**config.mk**
```make
export PLATFORM = sky130hd
export DESIGN_NAME = mem_bus_arb2
export DESIGN_NICKNAME = d
export VERILOG_FILES = /design/src/rtl/mem_bus_arb2.sv
export SDC_FILE = /design/constraint.sdc
export NUM_CORES = 1
export LEC_CHECK = 0
export BUFFER_PORTS_ARGS = -buffer_cell sky130_fd_sc_hd__buf_2
export CAP_MARGIN = 25
export CORE_MARGIN = 1
export CORE_UTILIZATION = 40
export DETAILED_ROUTE_END_ITERATION = 8
export PLACE_DENSITY_LB_ADDON = 0.08
export SYNTH_ARGS = -nofsm -noshare
export SYNTH_HDL_FRONTEND = slang
export SYNTH_SLANG_ARGS = --single-unit
```
**constraint.sdc**
```tcl
create_clock -name clk -period 4.25 [get_ports clk]
set_input_delay 0 -clock clk [delete_from_list [all_inputs] [get_ports clk]]
set_output_delay 0 -clock clk [all_outputs]
set_load 0.01 [all_outputs]
```
**src/rtl/mem_bus_arb2.sv**
```systemverilog
// Two-master arbiter for the single valid/ready sys_sdram port: one transaction
// in flight at a time, registered response, timeout abort with a sticky error.
module mem_bus_arb2 #(
  parameter bit          RR       = 1'b1,
  parameter int unsigned TIMEOUT  = 1024,
  parameter logic [31:0] ERR_DATA = 32'hDEAD_BEEF
) (
  input  logic        clk,
  input  logic        rst_n,
  input  logic        m0_valid,
  input  logic [31:0] m0_addr,
  input  logic [31:0] m0_wdata,
  input  logic [3:0]  m0_wstrb,
  output logic        m0_ready,
  output logic [31:0] m0_rdata,
  input  logic        m1_valid,
  input  logic [31:0] m1_addr,
  input  logic [31:0] m1_wdata,
  input  logic [3:0]  m1_wstrb,
  output logic        m1_ready,
  output logic [31:0] m1_rdata,
  output logic        s_valid,
  output logic [31:0] s_addr,
  output logic [31:0] s_wdata,
  output logic [3:0]  s_wstrb,
  input  logic        s_ready,
  input  logic [31:0] s_rdata,
  output logic        err,
  output logic [31:0] err_addr,
  input  logic        err_clr
);

  localparam int unsigned AW    = 32;
  localparam int unsigned DW    = 32;
  localparam int unsigned SW    = 4;
  localparam int unsigned CNT_W = (TIMEOUT > 1) ? $clog2(TIMEOUT) : 1;
  localparam logic [CNT_W-1:0] TO_LAST = (TIMEOUT == 0) ? '0 : CNT_W'(TIMEOUT - 1);

  typedef struct packed {
    logic [AW-1:0] addr;
    logic [DW-1:0] wdata;
    logic [SW-1:0] wstrb;
  } req_t;

  typedef enum logic [1:0] {IDLE, BUSY, RESP} state_t;

  state_t           state_q, state_d;
  logic             grant_q, grant_d;
  logic             last_q, last_d;
  logic [CNT_W-1:0] cnt_q, cnt_d;
  logic             pick;
  req_t             m0_req, m1_req, req_d;
  logic             s_valid_d, m0_ready_d, m1_ready_d, err_d;
  logic [DW-1:0]    m0_rdata_d, m1_rdata_d;
  logic [AW-1:0]    err_addr_d;

  assign m0_req = {m0_addr, m0_wdata, m0_wstrb};
  assign m1_req = {m1_addr, m1_wdata, m1_wstrb};

  // Next-state, grant selection and next values of every registered output
  always_comb begin
    state_d    = state_q;
    grant_d    = grant_q;
    last_d     = last_q;
    cnt_d      = cnt_q;
    pick       = 1'b0;
    req_d      = {s_addr, s_wdata, s_wstrb};
    s_valid_d  = s_valid;
    m0_ready_d = 1'b0;
    m1_ready_d = 1'b0;
    m0_rdata_d = m0_rdata;
    m1_rdata_d = m1_rdata;
    err_d      = err;
    err_addr_d = err_addr;
    case (state_q)
      IDLE: begin
        if (m0_valid || m1_valid) begin
          // Tie goes to the master not granted last (RR) or always master 0
          pick      = (m0_valid && m1_valid) ? (RR ? ~last_q : 1'b0) : m1_valid;
          grant_d   = pick;
          last_d    = pick;
          req_d     = pick ? m1_req : m0_req;
          s_valid_d = 1'b1;
          cnt_d     = '0;
          state_d   = BUSY;
        end
      end
      BUSY: begin
        if (s_ready) begin
          s_valid_d = 1'b0;
          state_d   = RESP;
          if (grant_q) begin
            m1_rdata_d = s_rdata;
            m1_ready_d = 1'b1;
          end else begin
            m0_rdata_d = s_rdata;
            m0_ready_d = 1'b1;
          end
        end else if (TIMEOUT != 0 && cnt_q == TO_LAST) begin
          s_valid_d = 1'b0;
          state_d   = RESP;
          if (grant_q) begin
            m1_rdata_d = ERR_DATA;
            m1_ready_d = 1'b1;
          end else begin
            m0_rdata_d = ERR_DATA;
            m0_ready_d = 1'b1;
          end
          if (!err) begin
            err_d      = 1'b1;
            err_addr_d = s_addr;
          end
        end else begin
          cnt_d = cnt_q + CNT_W'(1);
        end
      end
      RESP:    state_d = IDLE;
      default: state_d = IDLE;
    endcase
    // A clear wins over a timeout setting the flag in the same cycle
    if (err_clr) begin
      err_d      = 1'b0;
      err_addr_d = '0;
    end
  end

  always_ff @(posedge clk or negedge rst_n) begin
    if (!rst_n) begin
      state_q  <= IDLE;
      grant_q  <= 1'b0;
      last_q   <= 1'b1;
      cnt_q    <= '0;
      s_valid  <= 1'b0;
      s_addr   <= '0;
      s_wdata  <= '0;
      s_wstrb  <= '0;
      m0_ready <= 1'b0;
      m1_ready <= 1'b0;
      m0_rdata <= '0;
      m1_rdata <= '0;
      err      <= 1'b0;
      err_addr <= '0;
    end else begin
      state_q  <= state_d;
      grant_q  <= grant_d;
      last_q   <= last_d;
      cnt_q    <= cnt_d;
      s_valid  <= s_valid_d;
      s_addr   <= req_d.addr;
      s_wdata  <= req_d.wdata;
      s_wstrb  <= req_d.wstrb;
      m0_ready <= m0_ready_d;
      m1_ready <= m1_ready_d;
      m0_rdata <= m0_rdata_d;
      m1_rdata <= m1_rdata_d;
      err      <= err_d;
      err_addr <= err_addr_d;
    end
  end

endmodule
```
; ---- After elaboration in Yosys (flattened, before gate mapping)
; Cells that the tools add are included.
[word_totals]
reg_bits = 182
inputBits = 174
word_cells = 79
out_inout_bits = 168
[classes]
eq_ne = 8
n_reduce_logical = 15
add_sub_neg = 1
n_bitwise = 2
muxes = 39
[ops]
columns = operator, n
row1 = $mux 32, 13
row2 = $mux 68, 1
row3 = $mux 10, 3
row4 = $pmux 10 s2, 1
row5 = $mux 1, 16
row6 = $reduce_and 3->1, 4
row7 = $add 10x1->10 const B, 1
row8 = $eq 10x10->1 const B, 1
row9 = $reduce_and 4->1, 2
row10 = $reduce_bool 2->1, 4
row11 = $mux 2, 3
row12 = $ne 2x2->1 const B, 3
row13 = $ne 2x1->1 const B, 2
row14 = $pmux 2 s2, 1
row15 = $reduce_and 2->1, 2
row16 = $ne 3x3->1 const B, 1
row17 = $eq 2x1->1 const B, 1
row18 = $logic_not 2->1, 1
row19 = $not 1->1, 2
row20 = $pmux 1 s2, 1
row21 = $logic_and 1x1->1, 1
row22 = $logic_or 1x1->1, 1

; ---- Depth between registers and ports, before layout
; Gate-level depths: netlist of run 1.
[logic_depth]
ltp_word = 5
depth_mapped = 8
ltp_nobuf = 6

; ---- Least setup slack after synthesis of run 1
; No wires, ideal clock.
[synth_timing]
path_kind = register to register
startpoint = register state_q[1]
endpoint = register err_addr[10]
arrival_time_ns = 1.686
n_path_buf = 1
synth_period_minus_slack_ns = 1.818
setup_slack_ns = 2.432
required_time_ns = 4.118
setup_time_ns = 0.132
path_stages_with_launch = 6
path_cell_list = dfrtp_1 -> or4b_4 -> nor4_4 -> buf_6 -> mux2i_1 -> nor2_1
[synth_via]
elab_chain_cells = 3
[synth_lines]
columns = item, line
row1 = from (decl), 47  ; state_t state_q, state_d;
row2 = from (signal assigned), 144  ; state_q <= state_d;
row3 = $eq 2x1->1, 75  ; case (state_q)
row4 = $reduce_bool 2->1 (no source line), -
row5 = $reduce_and 4->1 (no source line), -
row6 = to (signal assigned), 157  ; err_addr <= err_addr_d;
row7 = to (decl), 29  ; output logic [31:0] err_addr,
; No other way between the ends.
; A chain may end at the register's enable or synchronous reset.

; ---- Worst setup path in the final report of run 1
[layout_timing]
startpoint = register last_q
endpoint = register s_addr[9]
[layout_via]
elab_chain_cells = 3
[layout_lines]
columns = item, line
row1 = from (decl), 49  ; logic last_q, last_d;
row2 = from (signal assigned), 146  ; last_q <= last_d;
row3 = $not 1->1, 79  ; pick = (m0_valid && m1_valid) ? (RR ? ~last_q : 1'b0) : m1_valid;
row4 = $mux 1, 79
row5 = $mux 68, 82  ; req_d = pick ? m1_req : m0_req;
row6 = to (signal assigned), 149  ; s_addr <= req_d.addr;
row7 = to (decl), 23  ; output logic [31:0] s_addr,
; No other way between the ends.

==> run summary, run 1 <==
routed vias - 6990
CP endpoint kind - register
clock buffer count from CTS - 17
post-synth top area share - 0.589
max-capacitance violation count - 0
Yosys cell types - 45
critical path type - reg -> reg
Post-Place Cells - 1204
Final Cycle Share - 0.630
R2R Path Start - last_q
post-DP HPWL - 15300 um
Hold Fails Final Rpt - 0
dpl cell area - 0.00958 mm2
share of post-route cells with drive strength above 1 - 0.339
DRT Wirelength - 23400 um
die area - 0.0198 mm2
Area Overhead vs Synth - 54.2%
DRT antenna net count - 0
post-place setup slack - 2.08 ns
Worst Tran Pin Value - 0.998 ns
RSZ-0062 raised after global routing - no
wire length per cell - 16.6 um
area of the multi-input gates - 0.00289 mm2
Critical Path AT - 2.94 ns
largest net degree at the start of global routing - 99
fin cells - 1409
TritonCTS clock tree - built
maximum VDD drop - 0.288 mV
Synth warnings - 0
min-delay worst type - in -> reg
cell breakdown of the critical path - a21boi_4, buf_12, mux2i_1, dlygate4sd3_1, o21ai_0
Post-synth ARST share - 1.00
fin nets - 1335
post-CTS setup-driven buffer insertion count - 0
Post-Synthesis Cells - 666
PwrDens - 593 mW/mm2
Synth Register Bits - 182
Num Clock Sinks - 182
vias in the first global route - 6989
Slew Viols, Final - 0
root buf cell - clkbuf_16
Post-synth EDFFs - 0
H-tree levels - 4
slowest stage cell, crit path - a21boi_4
Starting Density - 0.410
Die Ht - 141 um
Worst-path clk slew - 0.07 ns
Critical path origin - last_q
Top Ports - 342
final worst-path setup slack - 1.57 ns
Worst EP required - 4.51 ns
Leak Pwr - 0.00581 uW
finished layout cell area - 0.0119 mm2
Critical Path Fanout Max - 45
syn nets - 841
Port Buffer Count - 341
crit start category - register
router iterations before antenna repair - 5
Clock Tree Buf Depth - 2
vias per std cell - 4.96
antenna violations before repair - 2
Crit path largest cell delay - 0.76 ns
synthesized cell area - 0.00769 mm2
worst slew margin relative to its limit - 0.333
grt ovf - 0
Placer Congestion - 0.815
Max Used Layer - met4
WL met2 - 11600 um
worst min-delay path startpoint - err_clr
GRT Total Usage - 0.241
Core Footprint - 0.0188 mm2
wire length on met3 - 1340 um
clk_lat worst skew - 0.43 ns
row count - 50
register area share after synthesis - 0.592
final-report setup violation count - 0
setup_tns - 0 ns
drt initial violations - 416
Storage cell area - 0.00456 mm2
Synth area leaders - dfrtp_1, mux2i_1, a2bb2oi_1
Fillers - 1522
Chip Width - 141 um
clock period minus worst slack - 2.68 ns
status - finished, final reports clean
Post-synth top flop - dfrtp_1
met1 WL - 9610 um
FMAX - 0.373 GHz
DRC - 0
clk_skew - 0.00802 ns
Syn Area/Cell - 11.6 um2
first-pass GRT wire length - 36800 um
area leader, netlist - dfrtp_1
[power by group]
part	switching (uW)	internal (uW)
registers	418	2400
logic	1480	1230
clock network	727	774
total	2620	4410
[layout by cell type (no fill, tap or decap), types with 2 or more instances in the layout]
cell / synthesis / final
buf_2: 9 / 340
dfrtp_1: 181 / 181
dlygate4sd3_1: 0 / 171
mux2i_1: 101 / 101
o21ai_0: 74 / 74
nand2_1: 73 / 73
nor2_1: 69 / 68
a2bb2oi_1: 48 / 48
clkbuf_16: 0 / 17
a32o_1: 16 / 16
buf_4: 5 / 9
inv_1: 8 / 8
a31oi_1: 5 / 5
inv_8: 0 / 5
nand3_1: 4 / 4
nor4_1: 4 / 4
clkinvlp_4: 0 / 4
clkinv_2: 2 / 3
inv_6: 0 / 3
diode_2: 0 / 2
nand2_4: 2 / 2
o21a_1: 2 / 2
a21oi_1: 2 / 2
o211ai_1: 2 / 2
a21o_1: 2 / 2
nor3_1: 2 / 2
clkinv_4: 0 / 2
[metal layers]
metal / vias up / global-route usage
met5: - / 0
met4: 0 / 0.110
met3: 51 / 0.0557
met2: 267 / 0.415
met1: 3298 / 0.287
li1: 3374 / -
[worst paths after layout]
path / cells past startpoint / to / slack [ns]
min in group asynchronous: 2 / m1_rdata[20] / 0.24
max in group asynchronous: 3 / err_addr[13] / 2.84
worst min-delay path: 2 / err_addr[1] / 0.09
worst max register to register: 5 / s_addr[9] / 1.57
worst max-delay path: 5 / s_addr[9] / 1.57
worst min register to register: 2 / s_wdata[13] / 0.47
[stage by stage]
stage	utilization	power, uW	hold slack, ns
after global routing	0.632	7480	0.118
final	0.632	7030	0.0874
after detailed placement	0.511	5350	0.171
after floorplan	-	4220	-0.296
after global placement	0.511	5320	0.173
after CTS	0.632	7080	0.0880
[flip-flops by register name (all words and copies together) (netlist names)]
name	count
err	1
state_q	2
last_q	1
s_addr	32
s_wdata	32
m1_rdata	32
grant_q	1
m0_rdata	32
err_addr	32
cnt_q	10
m0_ready	1
m1_ready	1
s_wstrb	4
s_valid	1
[worst max-delay path, delay by kind of cell (launching register included)]
kind | cells | cell delay [ns]
buffers and inverters | 2 | 0.96
DFF | 1 | 0.39
AOI/OAI and AO/OA | 2 | 0.85
muxes | 1 | 0.23
[repair_timing]
item                       4_1_cts  5_1_grt
gates resized for setup          0        0
setup endpoints to repair        0        0
hold endpoints to repair       228        0
hold buffers                   171        0
[cell usage after synthesis, drive strengths merged (2+ instances only)]
cell type,count
nor4,5
o21a,2
buf,18
a21oi,3
a32o,16
a2bb2oi,48
dfrtp,181
a31oi,5
mux2i,101
inv,8
clkinv,3
o211ai,2
nand2,75
nor3,2
nor2,69
clkbuf,29
nand3,4
a21o,2
o21ai,75
[layout make-up]
cell class              count  area share
flip-flops and latches    182       0.384
repair buffers            522       0.296
multi-input cells         426       0.244
clock buffers              17      0.0359
well taps                 234      0.0247
clock inverters            15      0.0114
inverters                  11     0.00369
diodes                      2    0.000422
[kinds of logic after synthesis]
kind of cell             count (synthesis)  synth area share
AO/OA/AOI/OAI                          161             0.147
adder cells (fa/ha/maj)                  1           0.00163
buffers and inverters                   58            0.0355
flip-flops                             182             0.592
multiplexers                           101             0.131
AND/OR/NAND/NOR                        163            0.0922
No activity file was read; power rests on OpenSTA's default activity.
==> run 2, diff against run 1 <==
--- a/config.mk
+++ b/config.mk
@@ -5,6 +5,7 @@
 export SDC_FILE = /design/constraint.sdc
 export NUM_CORES = 1
 export LEC_CHECK = 0
+export ABC_AREA = 1
 export BUFFER_PORTS_ARGS = -buffer_cell sky130_fd_sc_hd__buf_2
 export CAP_MARGIN = 25
 export CORE_MARGIN = 1
==> constraint.sdc (replaced) <==
create_clock -name clk -period 2.7 [get_ports clk]
set_input_delay 0 -clock clk [delete_from_list [all_inputs] [get_ports clk]]
set_output_delay 0 -clock clk [all_outputs]
set_load 0.01 [all_outputs]
==> run 2 against run 1 <==
Core utilization decreased by 0.88 points; critical path depth increased by 2; non-clock buffer count increased by 6; synthesized cell count increased by 43%; synthesized area increased by 6.4%; sequential cell count unchanged; clock skew increased by 0.0074 ns; via count increased by 22%; cell count increased by 21%; worst setup slack got worse by 1.4 ns; power increased by 78%; largest cell class unchanged.
==> run summary, run 2 <==
most frequent cells in the layout - buf_2, nand2_1, dfrtp_1 (was buf_2, dfrtp_1, dlygate4sd3_1)
Post-Place Cells - 1501 (was 1204)
Critical Path AT - 2.84 ns (was 2.94 ns)
DRT antenna net count - 0 (unchanged)
Worst EP required - 3.06 ns (was 4.51 ns)
Syn Area/Cell - 8.60 um2 (was 11.6 um2)
Placer Congestion - 0.824 (was 0.815)
setup_tns - 0 ns (unchanged)
antenna violations before repair - 2 (unchanged)
most instantiated library cell after synthesis - nand2_1 (was dfrtp_1)
Worst Tran Pin Value - 0.850 ns (was 0.998 ns)
router iterations before antenna repair - 5 (unchanged)
FMAX - 0.403 GHz
routed vias - 8507 (was 6990)
DRT Wirelength - 27600 um (was 23400 um)
RSZ-0062 raised after global routing - no (unchanged)
Final Util - 0.623 (was 0.632)
H-tree levels - 4 (unchanged)
Chip Width - 145 um (was 141 um)
row count - 51 (was 50)
Top Ports - 342 (unchanged)
CP endpoint kind - register (unchanged)
post-synth top area share - 0.553 (was 0.589)
Synth Register Bits - 182 (unchanged)
Critical Path Fanout Max - 54 (was 45)
Die Ht - 145 um (was 141 um)
met1 Usage GRT - 0.330 (was 0.287)
worst slew margin relative to its limit - 0.431 (was 0.333)
share of post-route cells with drive strength above 1 - 0.299 (was 0.339)
n_diodes - 0 (was 2)
post-DP HPWL - 17700 um (was 15300 um)
Synth area leaders - dfrtp_1, nand2_1, nand4_1 (was dfrtp_1, mux2i_1, a2bb2oi_1)
Final Cycle Share - 0.919
met2 Use GR - 0.444 (was 0.415)
syn nets - 1127 (was 841)
worst hold path endpoint - last_q (was err_addr[1])
overall power - 12500 uW (was 7030 uW)
clock buffer count from CTS - 17 (unchanged)
clk_skew - 0.0154 ns (was 0.00802 ns)
Area Overhead vs Synth - 50.5% (was 54.2%)
die area - 0.0210 mm2 (was 0.0198 mm2)
maximum VDD drop - 0.607 mV (was 0.288 mV)
largest net degree at the start of global routing - 91 (was 99)
wire length per cell - 16.2 um (was 16.6 um)
Worst R2R Setup Slack - 0.35 ns (was 1.57 ns)
Slew Viols, Final - 0 (unchanged)
crit start category - primary input (was register)
first-pass GRT wire length - 44400 um (was 36800 um)
Synth top cells by count - nand2_1, dfrtp_1, o21ai_0 (was dfrtp_1, mux2i_1, o21ai_0)
R2R depth - 7 (was 5)
critical path type - in -> reg (was reg -> reg)
Post-synth EDFFs - 0 (unchanged)
max-capacitance violation count - 0 (unchanged)
register area share after synthesis - 0.556 (was 0.592)
Post-Synthesis Cells - 952 (was 666)
clock period minus worst slack - 2.48 ns
Hold Fails Final Rpt - 0 (unchanged)
worst min-delay path startpoint - m0_valid (was err_clr)
post-place setup slack - 0.683 ns (was 2.08 ns)
Post-synth top flop - dfrtp_1 (unchanged)
DRC - 0 (unchanged)
Synth warnings - 0 (unchanged)
Post-synth ARST share - 1.00 (unchanged)
area leader, netlist - dfrtp_1 (unchanged)
reg-to-reg endpoint - s_addr[22] (was s_addr[9])
drt initial violations - 391 (was 416)
gr busiest metal - met2 (unchanged)
R2R Path Start - state_q[0] (was last_q)
Worst-path clk slew - 0.06 ns (was 0.07 ns)
GRT Total Usage - 0.263 (was 0.241)
Fillers - 1724 (was 1522)
Core Footprint - 0.0198 mm2 (was 0.0188 mm2)
Num Clock Sinks - 182 (unchanged)
root buf cell - clkbuf_16 (unchanged)
Leak Pwr - 0.00647 uW (was 0.00581 uW)
sequential power share - 0.357 (was 0.401)
Starting Density - 0.414 (was 0.410)
Clock Tree Buf Depth - 2 (unchanged)
NetSw - 4790 uW (was 2620 uW)
TritonCTS clock tree - built (unchanged)
Int Pwr - 7700 uW (was 4410 uW)
status - finished, final reports clean (unchanged)
clk_lat worst skew - 0.43 ns (about the same)
PwrDens - 1010 mW/mm2 (was 593 mW/mm2)
min-delay worst type - in -> reg (unchanged)
Port Buffer Count - 341 (unchanged)
clock share of power - 0.205 (was 0.213)
hold path depth - 6 (was 2)
Net Sw Frac - 0.384 (was 0.373)
met3 GRT Util - 0.0531 (was 0.0557)
fin cells - 1705 (was 1409)
combinational share of power - 0.438 (was 0.385)
commonest non-fill, non-tap cell in the layout - buf_2 (unchanged)
final worst-path setup slack - 0.220 ns (was 1.57 ns)
fin nets - 1602 (was 1335)
final-report setup violation count - 0 (unchanged)
grt ovf - 0 (unchanged)
vias in the first global route - 8444 (was 6989)
synthesized cell area - 0.00819 mm2 (was 0.00769 mm2)
Yosys cell types - 29 (was 45)
vias per std cell - 4.99 (was 4.96)
-- run 2: changes by cell type in the layout (fill, tap and decap cells not counted), sizes merged, moves of 14 or more --
cell / change
a2bb2oi: -48
a32o: -16
mux2i: -101
nand2: +229
nand3: +14
nand4: +95
nor2: +20
o21ai: +67
or2: +24
-- run 2: worst max path at each step --
stage,startpoint,endpoint,slack (ns),cells after the start
6_report,m1_valid,s_addr[6],0.22,7
5_1_grt,m1_valid,s_wdata[16],0.09,7
4_1_cts,last_q,s_addr[16],0.37,6
3_5_place_dp,cnt_q[0],err_addr[9],0.68,8
3_3_place_gp,cnt_q[0],err_addr[27],0.71,8
2_1_floorplan,cnt_q[0],m0_rdata[29],1.24,9
-- run 2: what timing repair did --
action,4_1_cts,5_1_grt
gates resized for setup,0,0
hold buffers,170,1
hold endpoints to repair,220,1
setup buffers,0,0
-- run 2: critical path, stage by stage --
cell and delay (ns):
dlygate4sd3_1 0.54, buf_2 0.15, o21ai_4 0.68, buf_4 0.64, nand2_1 0.14, o21ai_1 0.12, dlygate4sd3_1 0.56
-- run 2: through the flow --
step / hold WS [ns] / area [um2]
2_1_floorplan: -0.296 / 8190
3_3_place_gp: 0.134 / 9990
3_5_place_dp: 0.123 / 9990
4_1_cts: 0.0534 / 12300
5_1_grt: 0.0263 / 12300
6_report: 0.0209 / 12300
-- run 2: final cells by class --
type	count	area [um2]	area share
clock buffers	21	450	0.0365
clock inverters	11	153	0.0124
inverters	18	67.6	0.00548
multi-input cells	680	3170	0.257
flip-flops and latches	182	4560	0.370
well taps	265	332	0.0269
repair buffers	528	3600	0.292
-- run 2: power by group through the flow --
stage	registers (uW)	clock network (uW)	logic, uW
final	4450	2560	5470
after global routing	4580	2730	5990
after CTS	4440	2610	5410
after detailed placement	4480	0	4390
after global placement	4470	0	4340
after floorplan	4870	0	2050
-- run 2: logic make-up (layout without fill, tap and decap cells) --
family                     after synthesis  count (layout)  share of synthesized area
DFF                                    182             182                      0.556
AOI/OAI and AO/OA                      147             147                     0.0911
buffers and inverters                   90             578                     0.0573
adders and majority gates                1               1                    0.00153
and+or+nand+nor                        532             532                      0.294
-- run 2: layer usage --
layer,vias to the layer above,part of all wire
li1,4134,-
met1,3992,0.42
met2,322,0.49
met3,55,0.059
met4,4,0.032
met5,-,0.00083
==> run 3, diff against run 2 <==
--- a/config.mk
+++ b/config.mk
@@ -6,7 +6,7 @@
 export NUM_CORES = 1
 export LEC_CHECK = 0
 export ABC_AREA = 1
-export BUFFER_PORTS_ARGS = -buffer_cell sky130_fd_sc_hd__buf_2
+export BUFFER_PORTS_ARGS = -buffer_cell sky130_fd_sc_hd__clkbuf_2
 export CAP_MARGIN = 25
 export CORE_MARGIN = 1
 export CORE_UTILIZATION = 40
==> run 3 against run 2 <==
The run now ends with negative hold slack left; count of clock-buffer cells in the layout stayed put; register-to-register slack worse by 0.097 ns; die area stayed put; first-iteration DRC count is 22% higher; final area is 0.16% lower; combinational power is 1% lower; worst setup slack better by 0.033 ns; critical path depth stayed put; clock skew is 0.0032 ns lower; fmax is 1.4% higher; wire length is 1.5% lower; worst hold slack worse by 0.063 ns.
==> run summary, run 3 (synthesis gave the netlist of run 2 again) <==
clock buffer count from CTS - 17 (unchanged)
critical path type - reg -> reg (was in -> reg)
Die Ht - 145 um (unchanged)
R2R Path Start - state_q[0] (unchanged)
status - finished, violations left (was finished, final reports clean)
post-CTS setup-driven buffer insertion count - 0 (unchanged)
Worst Tran Pin Value - 0.891 ns (was 0.850 ns)
routed vias - 8504 (was 8507)
hold path depth - 5 (was 6)
worst min-delay path startpoint - m1_valid (was m0_valid)
Worst-path clk slew - 0.07 ns (was 0.06 ns)
cts repair resizes - 0 (unchanged)
grt ovf - 0 (unchanged)
largest net degree at the start of global routing - 96 (was 91)
Hold Fails Final Rpt - 1 (was 0)
antenna violations before repair - 0 (was 2)
CP dominant cell by count - o21ai_0 (was dlygate4sd3_1)
DRT Wirelength - 27100 um (was 27600 um)
clk_skew - 0.0122 ns (was 0.0154 ns)
Leak Pwr - 0.00648 uW (was 0.00647 uW)
vias in the first global route - 8286 (was 8444)
share of post-route cells with drive strength above 1 - 0.303 (was 0.299)
max-capacitance violation count - 0 (unchanged)
fin nets - 1603 (was 1602)
failing checks - negative hold slack
Placer Congestion - 0.825 (was 0.824)
clk_lat worst skew - 0.43 ns (about the same)
fin cells - 1706 (was 1705)
DRT antenna net count - 0 (unchanged)
CP endpoint kind - register (unchanged)
clock period minus worst slack - 2.45 ns (was 2.48 ns)
wire length per cell - 15.9 um (was 16.2 um)
worst hold path endpoint - last_q (unchanged)
router iterations before antenna repair - 5 (unchanged)
Critical path origin - state_q[0] (was m1_valid)
vias per std cell - 4.98 (was 4.99)
TritonCTS clock tree - built (unchanged)
min-delay worst type - in -> reg (unchanged)
drt initial violations - 478 (was 391)
H-tree levels - 4 (unchanged)
n_diodes - 0 (unchanged)
Core Footprint - 0.0198 mm2 (unchanged)
Post-Place Cells - 1503 (was 1501)
first-pass GRT wire length - 43300 um (was 44400 um)
DRC - 0 (unchanged)
GRT Total Usage - 0.260 (was 0.263)
Worst EP required - 3.07 ns (was 3.06 ns)
R2R depth - 7 (unchanged)
final hold slack - -0.0424 ns (was 0.0209 ns)
Area Overhead vs Synth - 50.3% (was 50.5%)
cell breakdown of the critical path - nor2_1, o21ai_4, inv_2, buf_4, o21ai_0, o21ai_0, dlygate4sd3_1 (was dlygate4sd3_1, buf_2, o21ai_4, buf_4, nand2_1, o21ai_1, dlygate4sd3_1)
final-report setup violation count - 0 (unchanged)
Critical Path AT - 2.82 ns (was 2.84 ns)
Final Cycle Share - 0.906 (was 0.919)
maximum VDD drop - 0.530 mV (was 0.607 mV)
worst slew margin relative to its limit - 0.406 (was 0.431)
Chip Width - 145 um (unchanged)
slowest stage cell, crit path - dlygate4sd3_1 (was o21ai_4)
PwrDens - 1010 mW/mm2 (about the same)
post-DP HPWL - 17800 um (was 17700 um)
Fillers - 1754 (was 1724)
RSZ-0062 raised after global routing - no (unchanged)
crit start category - register (was primary input)
Critical Path Fanout Max - 38 (was 54)
die area - 0.0210 mm2 (unchanged)
setup_tns - 0 ns (unchanged)
reg-to-reg endpoint - s_addr[30] (was s_addr[22])
FMAX - 0.409 GHz (was 0.403 GHz)
Starting Density - 0.414 (unchanged)
Port Buffer Count - 341 (unchanged)
Top Ports - 342 (unchanged)
most frequent cells in the layout - clkbuf_2, nand2_1, dfrtp_1 (was buf_2, nand2_1, dfrtp_1)
Crit path largest cell delay - 0.59 ns (was 0.68 ns)
Worst R2R Setup Slack - 0.25 ns (was 0.35 ns)
Num Clock Sinks - 182 (unchanged)
commonest non-fill, non-tap cell in the layout - clkbuf_2 (was buf_2)
row count - 51 (unchanged)
Slew Viols, Final - 0 (unchanged)
root buf cell - clkbuf_16 (unchanged)
Clock Tree Buf Depth - 2 (unchanged)
## run 3: cell types whose count changed in the layout (fill, tap and decap cells not counted), moves of 3 or more
cell / before / now
clkbuf_8: 2 / 5
clkbuf_2: 0 / 340
buf_2: 340 / 0
clkbuf_1: 3 / 0
buf_4: 12 / 16
## run 3: per-layer routing
metal	part of all wire	up-vias	GRT usage
li1	-	4127	-
met1	0.41	3985	0.314
met2	0.50	341	0.445
met3	0.058	51	0.0566
met4	0.034	0	0.111
met5	0	-	0
## run 3: where the power goes
part           switching, uW  internal [uW]
Sequential               719           3790
Combinational           3020           2400
Clock                   1060           1460
Total                   4800           7640
## run 3: area by class of cell
| class | instances | area, um2 | area share |
|---|---|---|---|
| flip-flops and latches | 182 | 4560 | 0.370 |
| inverters | 18 | 67.6 | 0.00549 |
| clock buffers | 21 | 480 | 0.0390 |
| repair buffers | 529 | 3580 | 0.291 |
| well taps | 265 | 332 | 0.0269 |
| multi-input cells | 680 | 3170 | 0.258 |
| clock inverters | 11 | 123 | 0.00996 |
## run 3: timing repair
action	4_1_cts	5_1_grt
hold endpoints to repair	224	0
hold buffers	170	0
setup endpoints to repair	0	0
## run 3: worst max path at each step
| stage | slack (ns) | endpoint | depth (start not counted) |
|---|---|---|---|
| 3_5_place_dp | 0.71 | m1_rdata[24] | 8 |
| 2_1_floorplan | 1.24 | m0_rdata[29] | 9 |
| 6_report | 0.25 | s_addr[30] | 7 |
| 5_1_grt | 0.05 | s_addr[28] | 7 |
| 3_3_place_gp | 0.74 | s_addr[24] | 6 |
| 4_1_cts | 0.27 | s_addr[25] | 7 |
## run 3: per-stage QoR
stage | total power (uW) | util | instance area, um2 | setup WS (ns)
floorplan | 6920 | - | 8190 | 1.24
global placement | 8810 | 0.505 | 9980 | 0.739
detailed placement | 8860 | 0.505 | 9980 | 0.706
CTS | 12400 | 0.621 | 12300 | 0.269
global route | 13300 | 0.622 | 12300 | 0.0464
finish | 12400 | 0.622 | 12300 | 0.253
## run 3: critical path, delay by kind of cell (launching register included)
| family | cells | cell delay (ns) |
|---|---|---|
| flip-flops | 1 | 0.39 |
| AND/OR/NAND/NOR | 1 | 0.25 |
| buffers and inverters | 3 | 1.35 |
| AO/OA/AOI/OAI | 3 | 0.39 |
